$ cat src/rtl/manchester_serdes.sv
// Manchester serial transmitter/receiver (IEEE 802.3 polarity), MSB first, start symbol + stop gap.
// Define MANCHESTER_PARITY_EN to append an even-parity bit to every frame.
module manchester_serdes #(
  parameter int unsigned DATA_W          = 8,
  parameter int unsigned HALF_BIT_CYCLES = 4
) (
  input  logic              clk,
  input  logic              rst_n,
  input  logic [DATA_W-1:0] tx_data,
  input  logic              tx_valid,
  output logic              tx_ready,
  output logic              tx_line,
  input  logic              rx_line,
  input  logic              loopback,
  output logic [DATA_W-1:0] rx_data,
  output logic              rx_valid,
  output logic              rx_err
);

  localparam int unsigned H = HALF_BIT_CYCLES;
`ifdef MANCHESTER_PARITY_EN
  localparam int unsigned NB = DATA_W + 1;
`else
  localparam int unsigned NB = DATA_W;
`endif
  localparam int unsigned TCW = $clog2(2 * H);
  localparam int unsigned BW  = $clog2(NB);
  localparam int unsigned PW  = $clog2(H);
  localparam int unsigned KW  = $clog2(2 * NB + 2);

  localparam logic [TCW-1:0] TC_HALF = TCW'(H - 1);
  localparam logic [TCW-1:0] TC_LAST = TCW'(2 * H - 1);
  localparam logic [BW-1:0]  BI_LAST = BW'(NB - 1);
  localparam logic [PW-1:0]  PH_MID  = PW'(H / 2);
  localparam logic [PW-1:0]  PH_LAST = PW'(H - 1);
  localparam logic [KW-1:0]  K_LAST  = KW'(2 * NB + 1);

  typedef enum logic [1:0] {TX_IDLE, TX_START, TX_DATA, TX_GAP} tx_state_t;
  typedef enum logic {RX_IDLE, RX_FRAME} rx_state_t;

  tx_state_t       tx_state;
  logic [NB-1:0]   tx_shift;
  logic [NB-1:0]   tx_frame;
  logic [TCW-1:0]  tx_cnt;
  logic [BW-1:0]   tx_bit;

  always_comb begin
`ifdef MANCHESTER_PARITY_EN
    tx_frame = {tx_data, ^tx_data};
`else
    tx_frame = tx_data;
`endif
  end

  // tx_line is registered, so each edge loads the level of the half that starts next.
  always_ff @(posedge clk or negedge rst_n) begin
    if (!rst_n) begin
      tx_state <= TX_IDLE;
      tx_shift <= '0;
      tx_cnt   <= '0;
      tx_bit   <= '0;
      tx_line  <= 1'b0;
      tx_ready <= 1'b1;
    end else begin
      case (tx_state)
        TX_IDLE: begin
          if (tx_valid && tx_ready) begin
            tx_shift <= tx_frame;
            tx_cnt   <= '0;
            tx_line  <= 1'b1;
            tx_ready <= 1'b0;
            tx_state <= TX_START;
          end
        end
        TX_START: begin
          if (tx_cnt == TC_LAST) begin
            tx_cnt   <= '0;
            tx_bit   <= '0;
            tx_line  <= ~tx_shift[NB-1];
            tx_state <= TX_DATA;
          end else begin
            tx_cnt <= tx_cnt + TCW'(1);
          end
        end
        TX_DATA: begin
          tx_cnt <= tx_cnt + TCW'(1);
          if (tx_cnt == TC_HALF) tx_line <= tx_shift[NB-1];
          if (tx_cnt == TC_LAST) begin
            tx_cnt <= '0;
            if (tx_bit == BI_LAST) begin
              tx_line  <= 1'b0;
              tx_state <= TX_GAP;
            end else begin
              tx_bit   <= tx_bit + BW'(1);
              tx_shift <= {tx_shift[NB-2:0], 1'b0};
              tx_line  <= ~tx_shift[NB-2];
            end
          end
        end
        TX_GAP: begin
          if (tx_cnt == TC_LAST) begin
            tx_cnt   <= '0;
            tx_ready <= 1'b1;
            tx_state <= TX_IDLE;
          end else begin
            tx_cnt <= tx_cnt + TCW'(1);
          end
        end
        default: tx_state <= TX_IDLE;
      endcase
    end
  end

  rx_state_t       rx_state;
  logic            rx_sync;
  logic            rx_s;
  logic            rx_s_prev;
  logic [PW-1:0]   rx_ph;
  logic [KW-1:0]   rx_k;
  logic            rx_first;
  logic            rx_viol;
  logic [NB-1:0]   rx_word;
  logic            viol_next;
  logic [NB-1:0]   word_next;
  logic            frame_ok;
  logic [DATA_W-1:0] word_data;

  always_comb begin
    viol_next = rx_viol | (rx_first == rx_s);
    word_next = {rx_word[NB-2:0], rx_s};
`ifdef MANCHESTER_PARITY_EN
    frame_ok  = !viol_next && !(^word_next);
    word_data = word_next[NB-1:1];
`else
    frame_ok  = !viol_next;
    word_data = word_next;
`endif
  end

  // rx_ph tracks the frame counter modulo H; the rising-edge cycle counts as zero.
  always_ff @(posedge clk or negedge rst_n) begin
    if (!rst_n) begin
      rx_state  <= RX_IDLE;
      rx_sync   <= 1'b0;
      rx_s      <= 1'b0;
      rx_s_prev <= 1'b0;
      rx_ph     <= '0;
      rx_k      <= '0;
      rx_first  <= 1'b0;
      rx_viol   <= 1'b0;
      rx_word   <= '0;
      rx_data   <= '0;
      rx_valid  <= 1'b0;
      rx_err    <= 1'b0;
    end else begin
      rx_sync   <= loopback ? tx_line : rx_line;
      rx_s      <= rx_sync;
      rx_s_prev <= rx_s;
      rx_valid  <= 1'b0;
      rx_err    <= 1'b0;
      case (rx_state)
        RX_IDLE: begin
          if (rx_s && !rx_s_prev) begin
            rx_ph    <= PW'(1);
            rx_k     <= '0;
            rx_viol  <= 1'b0;
            rx_state <= RX_FRAME;
          end
        end
        RX_FRAME: begin
          rx_ph <= (rx_ph == PH_LAST) ? '0 : rx_ph + PW'(1);
          if (rx_ph == PH_MID) begin
            rx_k <= rx_k + KW'(1);
            if (rx_k < KW'(2)) begin
              if (!rx_s) rx_state <= RX_IDLE;
            end else if (!rx_k[0]) begin
              rx_first <= rx_s;
            end else if (rx_k == K_LAST) begin
              rx_state <= RX_IDLE;
              if (frame_ok) begin
                rx_data  <= word_data;
                rx_valid <= 1'b1;
              end else begin
                rx_err <= 1'b1;
              end
            end else begin
              rx_viol <= viol_next;
              rx_word <= word_next;
            end
          end
        end
        default: rx_state <= RX_IDLE;
      endcase
    end
  end

endmodule

$ cat config.mk
export PLATFORM = sky130hd
export DESIGN_NAME = manchester_serdes
export DESIGN_NICKNAME = d
export VERILOG_FILES = /design/src/rtl/manchester_serdes.sv
export SDC_FILE = /design/constraint.sdc
export NUM_CORES = 1
export LEC_CHECK = 0
export BUFFER_PORTS_ARGS = -buffer_cell sky130_fd_sc_hd__buf_4
export CORE_ASPECT_RATIO = 0.7
export CORE_MARGIN = 2
export CORE_UTILIZATION = 28
export DETAILED_ROUTE_END_ITERATION = 8
export PLACE_DENSITY = 0.51
export SLEW_MARGIN = 10
export SYNTH_ARGS = -nofsm -noshare
export SYNTH_HDL_FRONTEND = slang
export SYNTH_SLANG_ARGS = --single-unit
$ cat constraint.sdc
create_clock -name clk -period 5.6 [get_ports clk]
set_clock_uncertainty 0.1 [all_clocks]
set_input_delay 0.84 -clock clk [delete_from_list [all_inputs] [get_ports clk]]
set_output_delay 0.84 -clock clk [all_outputs]
set_load 0.005 [all_outputs]
### Word level (Yosys, flattened, before mapping)

Cells that the tools add are included.

| word-level totals | value |
|---|---|
| bits of input ports | 13 |
| output and inout bits | 12 |
| register bits after elaboration | 48 |

| cells by class | value |
|---|---|
| muxes and demuxes | 58 |
| magnitude comparators | 1 |
| equality and inequality tests | 22 |
| bitwise logic cells | 8 |
| reduce and logical (&&, ||, !) cells | 19 |
| $add $sub $neg | 4 |

Operators by type and width:

| cell | count |
|---|---|
| $mux 1 | 31 |
| $mux 8 | 3 |
| $ne 2x2->1 const B | 9 |
| $pmux 8 s2 | 1 |
| $reduce_and 4->1 | 4 |
| $mux 3 | 5 |
| $reduce_and 5->1 | 3 |
| $mux 2 | 7 |
| $pmux 3 s2 | 2 |
| $mux 5 | 2 |
| $pmux 5 s2 | 1 |
| $eq 2x2->1 const B | 4 |
| $pmux 2 s4 | 1 |
| $not 1->1 | 7 |
| $add 3x1->3 const B | 2 |
| $eq 3x3->1 const B | 2 |
| $pmux 1 s2 | 3 |
| $reduce_and 6->1 | 1 |
| $reduce_bool 2->1 | 3 |
| $add 5x1->5 const B | 1 |
| $eq 5x5->1 const B | 1 |
| $lt 5x2->1 const B | 1 |
| $ne 2x1->1 const B | 2 |
| $pmux 2 s2 | 1 |
| 14 further kinds | 15 |

### Depth between registers and ports, before layout

Gate-level depths: netlist (run 1).

| depth | value |
|---|---|
| depth in word-level cells | 8 |
| depth in mapped cells | 8 |
| gate-level depth less buffers | 6 |

### Worst setup path before layout (run 1)

No wires, ideal clock.

| timing path | value |
|---|---|
| path type | flip-flop to flip-flop |
| start point | register rx_ph[0] |
| end point | register rx_data[0] |
| cell stages (with the launch flop) | 7 |
| library setup time | 125 ps |
| arrival time | 1636 ps |
| slack | 3740 ps |
| period minus slack after synthesis | 1860 ps |
| cell sequence | dfrtp_1 > inv_1 > ha_1 > and3_2 > nand4_2 > nor3_4 > mux2_2 |

| on the way | value |
|---|---|
| cells in the longest elaborated chain, start to end | 2 |

RTL lines:

| element | RTL line | text |
|---|---|---|
| start: declaration | 118 | `logic [PW-1:0] rx_ph;` |
| start signal: assignment | 171 | `rx_ph <= (rx_ph == PH_LAST) ? '0 : rx_ph + PW'(1);` |
| $eq 2x2->1 | 172 | `if (rx_ph == PH_MID) begin` |
| $reduce_and 6->1 (no line) | - |  |
| end signal: assignment | 181 | `rx_data <= word_data;` |
| end: declaration | 15 | `output logic [DATA_W-1:0] rx_data,` |

No other way between the ends.
A chain may end at the register's enable or synchronous reset.

### Final worst setup path (run 1)

| timing path | value |
|---|---|
| start point | register tx_state[0] |
| end point | register tx_shift[0] |

| on the way | value |
|---|---|
| cells in the longest elaborated chain, start to end | 3 |
| elaborated cells on any way between the ends | 8 |
| classes of those cells | 4 x eq/ne; 1 x mux; 3 x reduce/logical |

RTL lines:

| element | RTL line | text |
|---|---|---|
| start: declaration | 41 | `tx_state_t tx_state;` |
| start signal: assignment | 58 | `tx_state <= TX_IDLE;` |
| start signal: assignment | 72 | `tx_state <= TX_START;` |
| start signal: assignment | 80 | `tx_state <= TX_DATA;` |
| $eq 2x2->1 or $logic_not 2->1 (tied branches) | 65 | `case (tx_state)` |
| $ne 2x2->1 (no line) or $reduce_bool 2->1 (tied branches) | - |  |
| $reduce_and 4->1 (no line) | - |  |
| end signal: assignment | 68 | `tx_shift <= tx_frame;` |
| end signal: assignment | 95 | `tx_shift <= {tx_shift[NB-2:0], 1'b0};` |
| end: declaration | 42 | `logic [NB-1:0] tx_shift;` |

Several ways; a longest one is shown, not always the timed one.

==> results.cfg, run 1 <==
[sta]
slew-limit-headroom_pct = 34.2
worst_slew_pin_slew_ns = 0.987
min_period_ns = 2.63
max_freq_mhz = 381
finalHoldViolations = 0
drv_slew = 0
rsz0062_at_grt = no
min_period_over_period_pct = 46.9
setup_viol = 0
setup-tns-final_ns = 0

[routing]
via_per_inst = 4.58
drt_wl_total_um = 4150
ant_nets = 0
drt_iter0_drc = 47
drc_errors = 0
avgRoutedWirePerCell_um = 12.7
first_pass_iters = 4
num_vias = 1492

[cts]
path_clk_slew_ns = 0.07
clock_latency_ns = 0.29
cts_root_buf = clkbuf_16
cts_resized = 0
post-cts-setup-buffer-count = 0
htree_levels = 2
cts_sinks = 48
cts.hold.buffers_added = 0
numCtsBuffers = 5
cts_tree = yes
clockBufferDepth = 2

[global_route]
antenna_found_initial = 0
grt_use_met3_pct = 2.21
grt_max_degree = 49
grt.total_usage_pct = 10.4
grt_pass1_vias = 1524
met1_usage_pct = 15.7
grt.overflow.total = 0
gr-usage-met2_pct = 14.9
grt_pass1_wl_um = 7470
grt.busiest_layer = met1

[job]
maxCapViolCount = 0

[floorplan]
dieArea_mm2 = 0.00886
rows = 27
die_x_um = 112
io_pins = 25
fp.dieH_um = 79.3
core_area_mm2 = 0.00787
start_util_pct = 28.9

[place]
place.gp.congestion = 0.723
hpwl_um = 2910
place_area_mm2 = 0.00256
io_buffers = 24
dp_cells = 318

[final_layout]
multi_input_area_mm2 = 0.00101
final_area_mm2 = 0.00273
area_growth_pct = 20.2
num_antenna_cells = 0
nFillCells = 783
final-seq-area_mm2 = 0.00120
fin_cells = 326
finish.net_count = 252
layout-drive-gt1-share_pct = 26.2

[logic_synthesis]
synth_cell_type_count = 35
synth_most_common_cell = dfrtp_1
synth-edff-count = 0
synth.top_cells.by_area = dfrtp_1 (52%), mux2_2 (9.9%), ha_1 (8.3%)
syn_inst = 197
seq_area_frac_synth_pct = 52.9
ys.warnings.count = 0
synth_ff_type = dfrtp_1
syn_nets = 225
syn_avg_cell_area_um2 = 11.5
synthArstFlopShare_pct = 100
synth_area_mm2 = 0.00227
yosys.area.top_type = dfrtp_1
ys_seq_elements = 48
yosysTopAreaCellShare_pct = 51.8
synth_commonest_cells = dfrtp_1 (47), mux2_2 (20), nor2_1 (19), a21oi_1 (17), ha_1 (15)

[min_path]
hold_path_class = reg -> reg

[worst_setup_path]
cp.required_ns = 5.62
crit_arrival_ns = 2.65
path_cells = inv_1 > ha_1 > nand3b_1 > a21oi_1 > o32ai_1
crit_type = reg -> reg
cpMaxStageDelayCell = a21oi_1
critical_path.top_delay_family = compound AO/OA/AOI/OAI gates
worst-path-buf-inv = 1
cpPeakStageDelay_ns = 0.81
startpoint_type = flop
crit_fanout = 19
end_kind = flop

[power]
p_per_area_mw_per_mm2 = 322
leakage_nw = 1.28
vdd_drop_max_v = 0.000114

[run_status]
status = finished clean
path summary, 6_finish.rpt:
kind | slack, ns | start | cells past startpoint | endpoint
setup / recovery | 2.97 | tx_state[0] | 5 | tx_shift[0]
hold / removal | 0.29 | rx_sync | 0 | rx_s
setup reg to reg | 2.97 | tx_state[0] | 5 | tx_shift[0]
hold reg to reg | 0.29 | rx_sync | 0 | rx_s
max in group asynchronous | 4.53 | rst_n | 1 | rx_k[1]
min in group asynchronous | 0.46 | rst_n | 1 | tx_shift[2]
power breakdown:
group / internal (W) / total, W / leakage, nW / switching, W
clock network: 0.000212 / 0.000346 / 0.0804 / 0.000134
logic: 0.0000493 / 0.000118 / 0.582 / 0.0000683
registers: 0.000380 / 0.000416 / 0.620 / 0.0000359
total: 0.000642 / 0.000880 / 1.28 / 0.000238
layout make-up:
class                           instances  area share, %
Clock inverter                          3           1.70
Clock buffer                            5           4.58
Sequential cell                        48           44.0
Inverter                               11           1.51
Tap cell                              101           4.63
Multi-Input combinational cell        134           36.9
Timing Repair Buffer                   24           6.60
logic make-up (layout without fill, tap and decap cells):
| logic type | after synthesis | in the layout | synth area share, % |
|---|---|---|---|
| AND/OR/NAND/NOR | 50 | 50 | 11.3 |
| AO/OA/AOI/OAI | 40 | 40 | 11.1 |
| flip-flops | 48 | 48 | 52.9 |
| buffers and inverters | 15 | 43 | 2.64 |
| adder cells (fa/ha/maj) | 15 | 15 | 8.26 |
| XOR/XNOR | 2 | 2 | 0.771 |
| multiplexers | 27 | 27 | 13.0 |
routing by layer:
metal  wire length (µm)  share of wire, %  vias to the layer above
met1               2330                56                      717
li1                   -                 -                      754
met3                128               3.1                        2
met4                 27              0.65                        0
met2               1660                40                       19
met5                  0                 0                        -
sequential cells by signal, summed over array words and instances, names as in the netlist, 2 cells and up:
| register | flops |
|---|---|
| tx_state | 2 |
| rx_data | 8 |
| tx_bit | 3 |
| tx_cnt | 3 |
| tx_shift | 8 |
| rx_k | 5 |
| rx_word | 7 |
| rx_ph | 2 |
metrics by stage:
stage | util [%] | setup slack, ns | power (W) | hold slack (ns)
floorplan | - | 3.74 | 0.000500 | 0.231
global placement | 32.5 | 3.03 | 0.000538 | 0.273
detailed placement | 32.5 | 2.98 | 0.000541 | 0.274
CTS | 34.7 | 2.97 | 0.000890 | 0.290
global route | 34.7 | 2.74 | 0.000940 | 0.311
finish | 34.7 | 2.97 | 0.000880 | 0.285
cell usage in the layout (no fill, tap or decap), types with 2 or more instances in the layout:
cell,netlist,final
ha_1,15,15
xnor2_1,2,2
nand3b_1,3,3
o31ai_1,2,2
o21ai_0,8,8
a21oi_1,17,17
nand2_1,9,9
nor2_1,19,19
inv_1,11,11
a22o_1,5,5
nor3_1,2,2
mux2_2,20,20
and3_2,2,2
buf_4,0,24
clkbuf_16,0,5
nor2b_1,2,2
nand3_1,6,6
dfrtp_1,47,47
mux2i_1,7,7
(Power assumes the default switching activity.)
==> run 2, diff against run 1 <==
--- a/config.mk
+++ b/config.mk
@@ -10,7 +10,7 @@
 export CORE_MARGIN = 2
 export CORE_UTILIZATION = 28
 export DETAILED_ROUTE_END_ITERATION = 8
-export PLACE_DENSITY = 0.51
+export PLACE_DENSITY = 0.53
 export SLEW_MARGIN = 10
 export SYNTH_ARGS = -nofsm -noshare
 export SYNTH_HDL_FRONTEND = slang
==> constraint.sdc (replaced) <==
create_clock -name clk -period 2.3 [get_ports clk]
set_clock_uncertainty 0.1 [all_clocks]
set_input_delay 0.345 -clock clk [delete_from_list [all_inputs] [get_ports clk]]
set_output_delay 0.345 -clock clk [all_outputs]
set_load 0.005 [all_outputs]
==> results.cfg, run 2 (synthesis results as in run 1) <==
[run_status]
status = finished clean

[sta]
min_period_ns = 2.10
rsz0062_at_grt = no
max_freq_mhz = 477
setup_viol = 0
setup-tns-final_ns = 0
min_period_over_period_pct = 91.2
slew-limit-headroom_pct = 58.1
drv_slew = 0
worst_slew_pin_slew_ns = 0.628
finalHoldViolations = 0
fin_hold_ws_ns = 0.198

[final_layout]
layout-drive-gt1-share_pct = 28.4
final_area_mm2 = 0.00281
final_common_cell = dfrtp_1
finish.net_count = 259
num_antenna_cells = 0
final_cell_mix = dfrtp_1 (47), buf_4 (30), mux2_2 (20)
reg_top3 = rx_data (8), tx_shift (8), rx_word (7)
area_growth_pct = 23.8

[routing]
drt_iter0_drc = 105
drc_errors = 0
drt_wl_total_um = 4250
first_pass_iters = 4
avgRoutedWirePerCell_um = 12.8
ant_nets = 0
num_vias = 1507
via_per_inst = 4.53

[cts]
numCtsBuffers = 5
cts_tree = yes
post-cts-setup-buffer-count = 0
htree_levels = 2
clockBufferDepth = 2
cts_sinks = 48
clock_latency_ns = 0.29
cts_root_buf = clkbuf_16
path_clk_slew_ns = 0.07

[floorplan]
core_area_mm2 = 0.00787
dieArea_mm2 = 0.00886
rows = 27
die_x_um = 112
fp.dieH_um = 79.3
io_pins = 25
start_util_pct = 28.9

[worst_setup_path]
cpPeakStageDelay_ns = 0.40
rr_startpoint = rx_ph[0]
crit_arrival_ns = 2.17
endpoint = rx_data[2]
cp.required_ns = 2.37
cpMaxStageDelayCell = dfrtp_1
crit_cells = 6
startpoint_type = flop
critical_path.top_delay_family = simple AND/OR/NAND/NOR gates
crit_type = reg -> reg
crit_fanout = 9
end_kind = flop
cp-startpoint = rx_ph[0]
worst-path-buf-inv = 1
r2r_end = rx_data[2]
path_cells = inv_1 > ha_1 > and3_2 > nand4_2 > nor3_4 > mux2_2
worst_r2r_path_depth = 6
r2r_setup_slack_ns = 0.20

[power]
vdd_drop_max_v = 0.000428
leakage_nw = 1.33
p_per_area_mw_per_mm2 = 799
finalPower_w = 0.00225

[place]
hpwl_um = 3020
place.gp.congestion = 0.784
io_buffers = 24
place_area_mm2 = 0.00260

[global_route]
grt.total_usage_pct = 10.4
antenna_found_initial = 0
grt.overflow.total = 0
grt_pass1_wl_um = 7380
grt_max_degree = 49
grt_pass1_vias = 1511

[job]
maxCapViolCount = 0

[min_path]
hold_path_class = in -> reg
worstHoldPathCells = 2
run 2: changes by cell type in the layout (fill, tap and decap cells not counted), sizes merged:
cell	previous run	this run
buf	24	30
bufinv	1	2
clkinvlp	1	0
dlygate4sd3	0	1
run 2: where the power goes:
part	internal (W)	switching, W
Clock	0.000627	0.000316
Sequential	0.000925	0.0000872
Combinational	0.000123	0.000168
run 2: area by class of cell:
type,count,area (µm²)
clock inverter,3,68.8
sequential,48,1200
multi-input combinational,134,1010
timing repair buffer,31,235
tap,101,126
inverter,11,41.3
fill,769,5060
clock buffer,5,125
run 2: how the worst min path moves through the flow:
stage	end	startpoint	slack (ns)
after floorplan	rx_data[0]	rst_n	-0.05
after global placement	rx_s	rx_sync	0.28
after detailed placement	rx_s	rx_sync	0.28
after CTS	rx_sync	rx_line	0.19
after global routing	rx_sync	rx_line	0.20
final	rx_sync	rx_line	0.20
run 2: worst reg2reg max path, cell delays in order (launching register included):
cell	delay, ns
dfrtp_1	0.40
inv_1	0.08
ha_1	0.22
and3_2	0.25
nand4_2	0.15
nor3_4	0.39
mux2_2	0.39
run 2: timing repair:
item,CTS,global route
endpoints found under the setup margin,0,8
hold buffers,1,0
hold endpoints to repair,9,0
resized for setup,0,1
run 2: per-stage QoR:
| stage | util [%] | worst slack, ns | instances |
|---|---|---|---|
| global route | 35.7 | 0.0668 | 333 |
| finish | 35.7 | 0.203 | 333 |
| detailed placement | 33.1 | 0.0471 | 324 |
| global placement | 33.1 | 0.159 | 324 |
| floorplan | - | 0.440 | 197 |
| CTS | 35.7 | 0.0203 | 333 |
run 2: metal layers:
metal / vias up / part of all wire (%) / global-route usage, %
met5: - / 0 / 0
met4: 0 / 1.6 / 4.07
met3: 4 / 2.3 / 1.91
met2: 18 / 41 / 15.2
met1: 726 / 55 / 15.1
li1: 759 / - / -
